===== src/rtl/mem_access.sv =====
// mem_access: load/store unit bridging the pipeline to an Avalon-MM data port.
// Handles MIPS-style byte/half/word loads and stores, including the unaligned
// LWL/LWR merges, with misalignment detection and pipeline stall generation.
//
// Ports:
//   clk, rst_n                   clock, asynchronous active-low reset
//   data_read, data_write        load/store request, level-held while stall=1
//   opcode[5:0]                  instruction opcode
//   addr[31:0]                   effective byte address
//   store_data[31:0]             rt value for stores
//   rt_old[31:0]                 current rt value for LWL/LWR merges
//   avm_address/read/write/byteenable/writedata   bus request outputs
//   avm_readdata, avm_waitrequest                 bus response inputs
//   stall                        freeze pipeline
//   load_result[31:0]            registered write-back value
//   load_valid                   one-cycle pulse, load_result valid
//   addr_err                     one-cycle misalignment flag (combinational)
module mem_access (
    input  logic        clk,
    input  logic        rst_n,
    input  logic        data_read,
    input  logic        data_write,
    input  logic [5:0]  opcode,
    input  logic [31:0] addr,
    input  logic [31:0] store_data,
    input  logic [31:0] rt_old,
    output logic [31:0] avm_address,
    output logic        avm_read,
    output logic        avm_write,
    output logic [3:0]  avm_byteenable,
    output logic [31:0] avm_writedata,
    input  logic [31:0] avm_readdata,
    input  logic        avm_waitrequest,
    output logic        stall,
    output logic [31:0] load_result,
    output logic        load_valid,
    output logic        addr_err
);

    localparam logic [5:0] OpLb  = 6'd32;
    localparam logic [5:0] OpLh  = 6'd33;
    localparam logic [5:0] OpLwl = 6'd34;
    localparam logic [5:0] OpLw  = 6'd35;
    localparam logic [5:0] OpLbu = 6'd36;
    localparam logic [5:0] OpLhu = 6'd37;
    localparam logic [5:0] OpLwr = 6'd38;
    localparam logic [5:0] OpSb  = 6'd40;
    localparam logic [5:0] OpSh  = 6'd41;
    localparam logic [5:0] OpSw  = 6'd43;

    typedef enum logic [1:0] {StIdle, StReq, StDone} state_e;

    state_e      state_q, state_d;
    logic [5:0]  opcode_q, opcode_d;
    logic [31:0] addr_q, addr_d;
    logic [31:0] store_data_q, store_data_d;
    logic [31:0] rt_old_q, rt_old_d;
    logic        is_load_q, is_load_d;
    logic        avm_read_q, avm_read_d;
    logic        avm_write_q, avm_write_d;
    logic [3:0]  be_q, be_d;
    logic [31:0] wdata_q, wdata_d;
    logic [31:0] load_result_q, load_result_d;
    logic        load_valid_q, load_valid_d;

    logic        req;
    logic        misalign;
    logic [3:0]  be_in;
    logic [31:0] wdata_in;
    logic [31:0] load_word;

    assign req = data_read | data_write;

    // Misalignment, byte enables and write data come from the live inputs so
    // they can be registered on the IDLE->REQ transition.
    always_comb begin
        misalign = 1'b0;
        be_in    = 4'b1111;
        wdata_in = 32'h0;
        case (opcode)
            OpLh, OpLhu: misalign = addr[0];
            OpLw:        misalign = addr[1:0] != 2'b00;
            OpSb: begin
                be_in    = 4'b0001 << addr[1:0];
                wdata_in = {4{store_data[7:0]}};
            end
            OpSh: begin
                misalign = addr[0];
                be_in    = addr[1] ? 4'b1100 : 4'b0011;
                wdata_in = {2{store_data[15:0]}};
            end
            OpSw: begin
                misalign = addr[1:0] != 2'b00;
                wdata_in = store_data;
            end
            default: ;
        endcase
    end

    // Load extraction from the bus word, using the latched request.
    always_comb begin
        logic [1:0]  k;
        logic [7:0]  b;
        logic [15:0] h;
        logic [5:0]  sh_lwl;
        logic [5:0]  sh_mask;
        logic [5:0]  sh_lwr;
        k       = addr_q[1:0];
        b       = avm_readdata[8*k +: 8];
        h       = addr_q[1] ? avm_readdata[31:16] : avm_readdata[15:0];
        sh_lwl  = {1'b0, 2'd3 - k, 3'b000};
        // 8*(k+1) reaches 32 when k=3, so the mask shifts fully out to zero.
        sh_mask = ({4'b0, k} + 6'd1) << 3;
        sh_lwr  = {1'b0, k, 3'b000};
        case (opcode_q)
            OpLb:    load_word = {{24{b[7]}}, b};
            OpLbu:   load_word = {24'h0, b};
            OpLh:    load_word = {{16{h[15]}}, h};
            OpLhu:   load_word = {16'h0, h};
            OpLwl:   load_word = (avm_readdata << sh_lwl)
                               | (rt_old_q & (32'hFFFF_FFFF >> sh_mask));
            OpLwr:   load_word = (avm_readdata >> sh_lwr)
                               | (rt_old_q & ~(32'hFFFF_FFFF >> sh_lwr));
            default: load_word = avm_readdata;
        endcase
    end

    always_comb begin
        state_d       = state_q;
        opcode_d      = opcode_q;
        addr_d        = addr_q;
        store_data_d  = store_data_q;
        rt_old_d      = rt_old_q;
        is_load_d     = is_load_q;
        avm_read_d    = avm_read_q;
        avm_write_d   = avm_write_q;
        be_d          = be_q;
        wdata_d       = wdata_q;
        load_result_d = load_result_q;
        load_valid_d  = 1'b0;
        case (state_q)
            StIdle: begin
                if (req && !misalign) begin
                    opcode_d     = opcode;
                    addr_d       = addr;
                    store_data_d = store_data;
                    rt_old_d     = rt_old;
                    is_load_d    = data_read;
                    avm_read_d   = data_read;
                    avm_write_d  = !data_read;
                    be_d         = be_in;
                    wdata_d      = wdata_in;
                    state_d      = StReq;
                end
            end
            StReq: begin
                if (!avm_waitrequest) begin
                    avm_read_d  = 1'b0;
                    avm_write_d = 1'b0;
                    be_d        = 4'b0000;
                    state_d     = StDone;
                    if (is_load_q) begin
                        load_result_d = load_word;
                        load_valid_d  = 1'b1;
                    end
                end
            end
            StDone:  state_d = StIdle;
            default: state_d = StIdle;
        endcase
    end

    always_ff @(posedge clk or negedge rst_n) begin
        if (!rst_n) begin
            state_q       <= StIdle;
            opcode_q      <= 6'h0;
            addr_q        <= 32'h0;
            store_data_q  <= 32'h0;
            rt_old_q      <= 32'h0;
            is_load_q     <= 1'b0;
            avm_read_q    <= 1'b0;
            avm_write_q   <= 1'b0;
            be_q          <= 4'b0000;
            wdata_q       <= 32'h0;
            load_result_q <= 32'h0;
            load_valid_q  <= 1'b0;
        end else begin
            state_q       <= state_d;
            opcode_q      <= opcode_d;
            addr_q        <= addr_d;
            store_data_q  <= store_data_d;
            rt_old_q      <= rt_old_d;
            is_load_q     <= is_load_d;
            avm_read_q    <= avm_read_d;
            avm_write_q   <= avm_write_d;
            be_q          <= be_d;
            wdata_q       <= wdata_d;
            load_result_q <= load_result_d;
            load_valid_q  <= load_valid_d;
        end
    end

    // rst_n gating keeps the combinational flags low while reset is asserted.
    assign stall    = rst_n & (((state_q == StIdle) & req & !misalign) | (state_q == StReq));
    assign addr_err = rst_n & (state_q == StIdle) & req & misalign;

    assign avm_address    = {addr_q[31:2], 2'b00};
    assign avm_read       = avm_read_q;
    assign avm_write      = avm_write_q;
    assign avm_byteenable = be_q;
    assign avm_writedata  = wdata_q;
    assign load_result    = load_result_q;
    assign load_valid     = load_valid_q;

endmodule

===== config.mk =====
export PLATFORM = sky130hd
export DESIGN_NAME = mem_access
export DESIGN_NICKNAME = d
export VERILOG_FILES = /design/src/rtl/mem_access.sv
export SDC_FILE = /design/constraint.sdc
export NUM_CORES = 1
export LEC_CHECK = 0
export ABC_AREA = 0
export BUFFER_PORTS_ARGS = -buffer_cell sky130_fd_sc_hd__buf_2
export CORE_ASPECT_RATIO = 2
export CORE_MARGIN = 2
export CORE_UTILIZATION = 56
export DETAILED_ROUTE_END_ITERATION = 8
export PLACE_DENSITY_LB_ADDON = 0.08
export RECOVER_POWER = 100
export SKIP_CTS_REPAIR_TIMING = 1
export SLEW_MARGIN = 20
export SYNTH_ARGS = -nofsm -noshare
export SYNTH_HDL_FRONTEND = slang
export SYNTH_SLANG_ARGS = --single-unit

===== constraint.sdc =====
create_clock -name clk -period 3.1 [get_ports clk]
set_clock_uncertainty 0.15 [all_clocks]
set_input_delay 0.62 -clock clk [delete_from_list [all_inputs] [get_ports clk]]
set_output_delay 0.62 -clock clk [all_outputs]
set_load 0.005 [all_outputs]

Word-level counts from Yosys, hierarchy flattened
Cells that the tools add are included.
{"block": "word_totals", "regBits": 144, "latchBits": 0, "ramBits": 0, "romBits": 0, "inputBits": 139, "output_inout_bits": 105, "mem_count": 0}
{"block": "op_classes", "addsub": 2, "n_mul": 0, "n_div": 0, "magnitude_cmp": 0, "eq_ne": 15, "shifts": 6, "n_mux": 20, "bitwise_logic": 14, "reduce_logical": 12}
{"op": "32-bit case mux with 6 select lines", "count": 1}
{"op": "32-bit case mux with 3 select lines", "count": 1}
{"op": "6-bit == test (second input constant)", "count": 12}
{"op": "32-bit AND", "count": 2}
{"op": "32-bit OR", "count": 2}
{"op": "32-bit inverter", "count": 1}
{"op": "32-bit by 6-bit indexed part select with 8-bit output", "count": 1}
{"op": "32-bit by 5-bit left shift with 32-bit output", "count": 1}
{"op": "32-bit by 5-bit right shift with 32-bit output", "count": 1}
{"op": "32-bit by 5-bit right shift with 32-bit output (first input constant)", "count": 1}
{"op": "32-bit by 6-bit right shift with 32-bit output (first input constant)", "count": 1}
{"op": "16-bit two-way mux", "count": 1}
{"op": "4-bit case mux with 2 select lines", "count": 2}
{"op": "4-bit two-way mux", "count": 3}
{"op": "1-bit AND", "count": 6}
{"op": "1-bit two-way mux", "count": 6}
{"op": "1-bit case mux with 2 select lines", "count": 3}
{"op": "3-bit AND reduction", "count": 2}
{"op": "2-bit two-way mux", "count": 2}
{"op": "2-bit inequality test (second input constant)", "count": 2}
{"op": "2-bit case mux with 2 select lines", "count": 1}
{"op": "2-bit AND reduction", "count": 2}
{"op": "2-bit nonzero test", "count": 2}
{"op": "1-bit by 2-bit left shift with 4-bit output (first input constant)", "count": 1}
{"op": "10 further kinds", "count": 12}

Logic depth before layout (Yosys ltp)
{"block": "depth", "ltp_word": 7, "depth_mapped": 8, "ltp_nobuf": 5}

Worst setup path after synthesis
No wires, ideal clock.
{"block": "synth_path", "kind": "input -> output", "start": "input opcode[1]", "end": "output stall", "t_arrival_ns": 1.817, "path_slack_ns": 0.513, "stages": 7, "path_buffers": 3, "cell_sequence": "buf_2 > a21oi_1 > o2bb2ai_1 > a41oi_1 > buf_2 > buf_2 > o21a_1"}
{"block": "synth_between", "elab_chain_len": 7, "elab_cells_between_ends": 12, "cone_classes": "5 x eq/ne; 1 x mux; 3 x bitwise; 3 x reduce/logical"}
{"element": "from (decl)", "line": "23", "rtl": "input logic [5:0] opcode,"}
{"element": "6-bit == test", "line": "80", "rtl": "case (opcode)"}
{"element": "3-bit OR reduction (no line) / 2-bit OR reduction (equally long branches)"}
{"element": "1-bit case mux with 2 select lines (*)", "line": "80"}
{"element": "1-bit zero test (*)", "line": "204", "rtl": "assign stall = rst_n & (((state_q == StIdle) & req & !misalign) | (state_q == StReq));"}
{"element": "1-bit AND (*)", "line": "204"}
{"element": "1-bit OR (*)", "line": "204"}
{"element": "1-bit AND (*)", "line": "204"}
{"element": "to (decl)", "line": "34", "rtl": "output logic stall,"}
Every way passes the cells marked *; elsewhere a longest branch is shown, timed or not.

Worst setup path in the final report
{"block": "layout_path", "start": "register addr_q[1]", "end": "register load_result_q[31], in the netlist load_result[31]"}
{"block": "layout_between", "elab_chain_len": 5, "elab_cells_between_ends": 14, "cone_classes": "2 x add/sub; 5 x shift; 2 x mux; 5 x bitwise"}
{"element": "from (decl)", "line": "55", "rtl": "logic [31:0] addr_q, addr_d;"}
{"element": "from (signal assigned)", "line": "190", "rtl": "addr_q <= addr_d;"}
{"element": "2-bit by 1-bit adder with 3-bit output / 32-bit by 5-bit right shift with 32-bit output (equally long branches)", "line": "113, 123"}
{"element": "32-bit by 6-bit right shift with 32-bit output / 32-bit inverter (equally long branches)", "line": "121, 123"}
{"element": "32-bit AND (on tied branches)", "line": "121, 123"}
{"element": "32-bit OR (on tied branches)", "line": "121, 123"}
{"element": "32-bit case mux with 6 select lines (*)", "line": "115", "rtl": "case (opcode_q)"}
{"element": "to (signal assigned)", "line": "198", "rtl": "load_result_q <= load_result_d;"}
{"element": "to (decl)", "line": "63", "rtl": "logic [31:0] load_result_q, load_result_d;"}
Marked as above.
A chain may end at the register's enable or synchronous reset.

==> impl_metrics.py <==
metrics = {
    "outcome": {
        "status": "completed",
    },
    "logic_synthesis": {
        "ys_top_cells_by_area": "dfrtp_1 (45%), mux2i_1 (9.2%), mux2_1 (8.2%), mux2_2 (5.4%), mux4_2 (3.7%)",
        "synth_top_area_frac": 0.454,
        "syn_area_um2": 7940,
        "ys_types": 50,
        "yosysTopAreaCell": "dfrtp_1",
        "ys_seq_area_frac": 0.454,
        "synth_seq_cells": 144,
        "synth_cells": 703,
        "syn_avg_cell_area_um2": 11.3,
        "ys.warnings.count": 0,
    },
    "routing": {
        "viasPerCell": 5.88,
        "dr.pass1.iters": 4,
        "drt_iter0_markers": 296,
        "avgRoutedWirePerCell_um": 20.6,
        "wirelength_mm": 22.6,
        "ant_nets": 0,
        "drc": 0,
        "via_count": 6458,
    },
    "power": {
        "p_per_area_nw_per_um2": 934,
        "internal_power_uw": 5570,
        "p_clk_frac": 0.229,
        "p_comb_frac": 0.412,
        "power_uw": 8940,
        "leakagePower_uw": 0.00428,
        "swShare": 0.377,
        "seq_power_share": 0.359,
        "ir_worst_vdd_mv": 0.506,
        "switchingPower_uw": 3370,
    },
    "clock_network": {
        "clk_latency_ns": 0.42,
        "cts.path.max_buffers": 2,
        "path_clk_slew_ns": 0.07,
        "htree_levels": 4,
        "cts_buffers": 17,
        "cts.sinks": 144,
        "cts_tree": "yes",
        "cts_root_buf": "clkbuf_16",
    },
    "global_route": {
        "grt_pass1_vias": 6485,
        "use_met3": 0.0640,
        "grt_max_degree": 136,
        "grt_overflow": 0,
        "grt_use_met2": 0.531,
        "antenna_found_initial": 0,
        "track_usage": 0.300,
        "grt_pass1_wl_mm": 34.2,
        "use_met1": 0.319,
        "top_usage_layer": "met2",
    },
    "finish": {
        "final_common_cell": "buf_2",
        "drive_above_1_share": 0.314,
        "area_growth_pct": 20.6,
        "num_antenna_cells": 0,
        "nets": 1036,
        "fillers": 1169,
        "fin_area_um2": 9570,
        "layout_common_cells": "buf_2 (181), dfrtp_1 (143), mux2i_1 (73)",
    },
    "sta": {
        "rsz0062_at_grt": "no",
        "fin_crit_sh": 0.902,
        "setup_violations": 0,
        "tightestPinTransition_ns": 1.22,
        "post-route-min-period_ns": 2.79,
        "slew_viol_final": 0,
        "fin_setup_tns_ns": 0,
        "hold_viol_final": 0,
        "fmax_ghz": 0.358,
        "slew_headroom": 0.189,
        "setup_slack_ns": 0.305,
        "hold_slack_ns": 0.263,
    },
    "floorplanning": {
        "die_w_um": 88.2,
        "io_pins": 244,
        "rows": 61,
        "fp.dieH_um": 172,
        "dieArea_um2": 15200,
        "fp.coreArea_um2": 13900,
        "start_util": 0.572,
    },
    "setup_path": {
        "r2r_end": "load_result[31]",
        "cp-startpoint": "addr_q[1]",
        "crit_chain": "buf_4, clkbuf_1, o21bai_1, a211oi_1, o22a_1, a21oi_1",
        "worstSetupPathType": "reg -> reg",
        "r2r_cells": 6,
        "reg2reg_from": "addr_q[1]",
        "crit_required_ns": 3.25,
        "crit_path_top_delay_cell": "dfrtp_1",
        "worst-r2r-setup-slack_ns": 0.31,
        "cp.arrival_ns": 2.95,
        "critPathCaptureType": "register",
        "cp_max_fo": 50,
        "worstSetupStartpointType": "register",
        "slowest_delay_ns": 0.76,
        "worstSetupEndpoint": "load_result[31]",
    },
    "worst_hold_path": {
        "worstHoldStart": "addr[24]",
        "hp-class": "in -> reg",
    },
    "place": {
        "routabilityCongestion": 0.922,
        "placement.io_buffers": 241,
        "place_hpwl_mm": 16.6,
        "dpl_cell_area_um2": 9080,
        "place_ws_ns": 0.481,
    },
    "run": {
        "drv_cap": 0,
    },
}
## synth_stat cells (all sizes together)
cell type and n:
o211ai 3, o21bai 8, o22ai 29, nor3 13
a32oi 2, or3b 1, o22a 8, inv 30
nand2 37, o21ai 16, and3b 1, nor2 22
mux2i 73, a211o 1, o21a 3, o2bb2ai 1
and2 1, mux2 96, a21oi 46, clkinv 1
o41a 1, a22oi 9, clkbuf 12, or3 1
a2111oi 6, or2 3, mux4 13, a22o 8
or4b 1, nand4 1, conb 1, a211oi 13
buf 73, a21o 1, nand2b 3, a41oi 1
nor2b 1, o221a 8, nor3b 1, nand4bb 2
a221oi 5, dfrtp 144, a31oi 3
## critical path, delay by kind of cell, from the launching register on
family                 cells  cell delay [ns]
DFF                        1             0.76
AOI/OAI and AO/OA          4             0.79
buffers and inverters      2             0.97
## area by class of cell
cell class,count,area [µm²],area share
Clock inverter,15,169,0.0176
Clock buffer,17,425,0.0444
Timing Repair Buffer,259,1290,0.135
Sequential cell,144,3600,0.377
Tap cell,189,236,0.0247
Inverter,31,116,0.0122
Multi-Input combinational cell,444,3730,0.389
## power by group through the flow
stage | clock network [µW] | logic [µW] | registers (µW)
6_report | 2050 | 3680 | 3210
5_1_grt | 2180 | 3980 | 3290
4_1_cts | 2090 | 3790 | 3200
3_5_place_dp | 0 | 3770 | 3230
3_3_place_gp | 0 | 3660 | 3180
2_1_floorplan | 0 | 2920 | 3020
## worst min path at each step
stage,endpoint,slack [ns],cells past startpoint
2_1_floorplan,addr_q[0],0.17,0
3_3_place_gp,avm_byteenable[3],0.29,1
3_5_place_dp,avm_byteenable[3],0.30,1
4_1_cts,avm_byteenable[3],-0.16,1
5_1_grt,rt_old_q[0],0.24,2
6_report,addr_q[24],0.26,2
## metrics by stage
stage	cells	utilization
after floorplan	704	-
final	1099	0.689
after global routing	1099	0.689
after CTS	1098	0.697
after global placement	1066	0.654
after detailed placement	1066	0.654
## metal layers
metal | vias up | part of all wire
met3 | 56 | 0.052
met2 | 263 | 0.55
li1 | 2957 | -
met5 | - | 0
met4 | 0 | 0.050
met1 | 3182 | 0.35
## cell families (layout without fill, tap and decap cells)
family          after synthesis  in the layout  synth area share
buf+inv                     116            322            0.0777
simple gates                 88             88            0.0531
compound gates              172            172             0.150
mux                         182            182             0.265
flops                       144            144             0.454
other cells                   1              2          0.000472
## state kept, by name, summed over array words and instances (netlist names)
register / count
addr_q: 32
is_load_q: 1
avm_byteenable: 4
state_q: 2
load_result: 32
avm_read: 1
opcode_q: 6
load_valid: 1
avm_write: 1
rt_old_q: 32
avm_writedata: 32
Note: power is estimated with default switching activity, not from simulation.
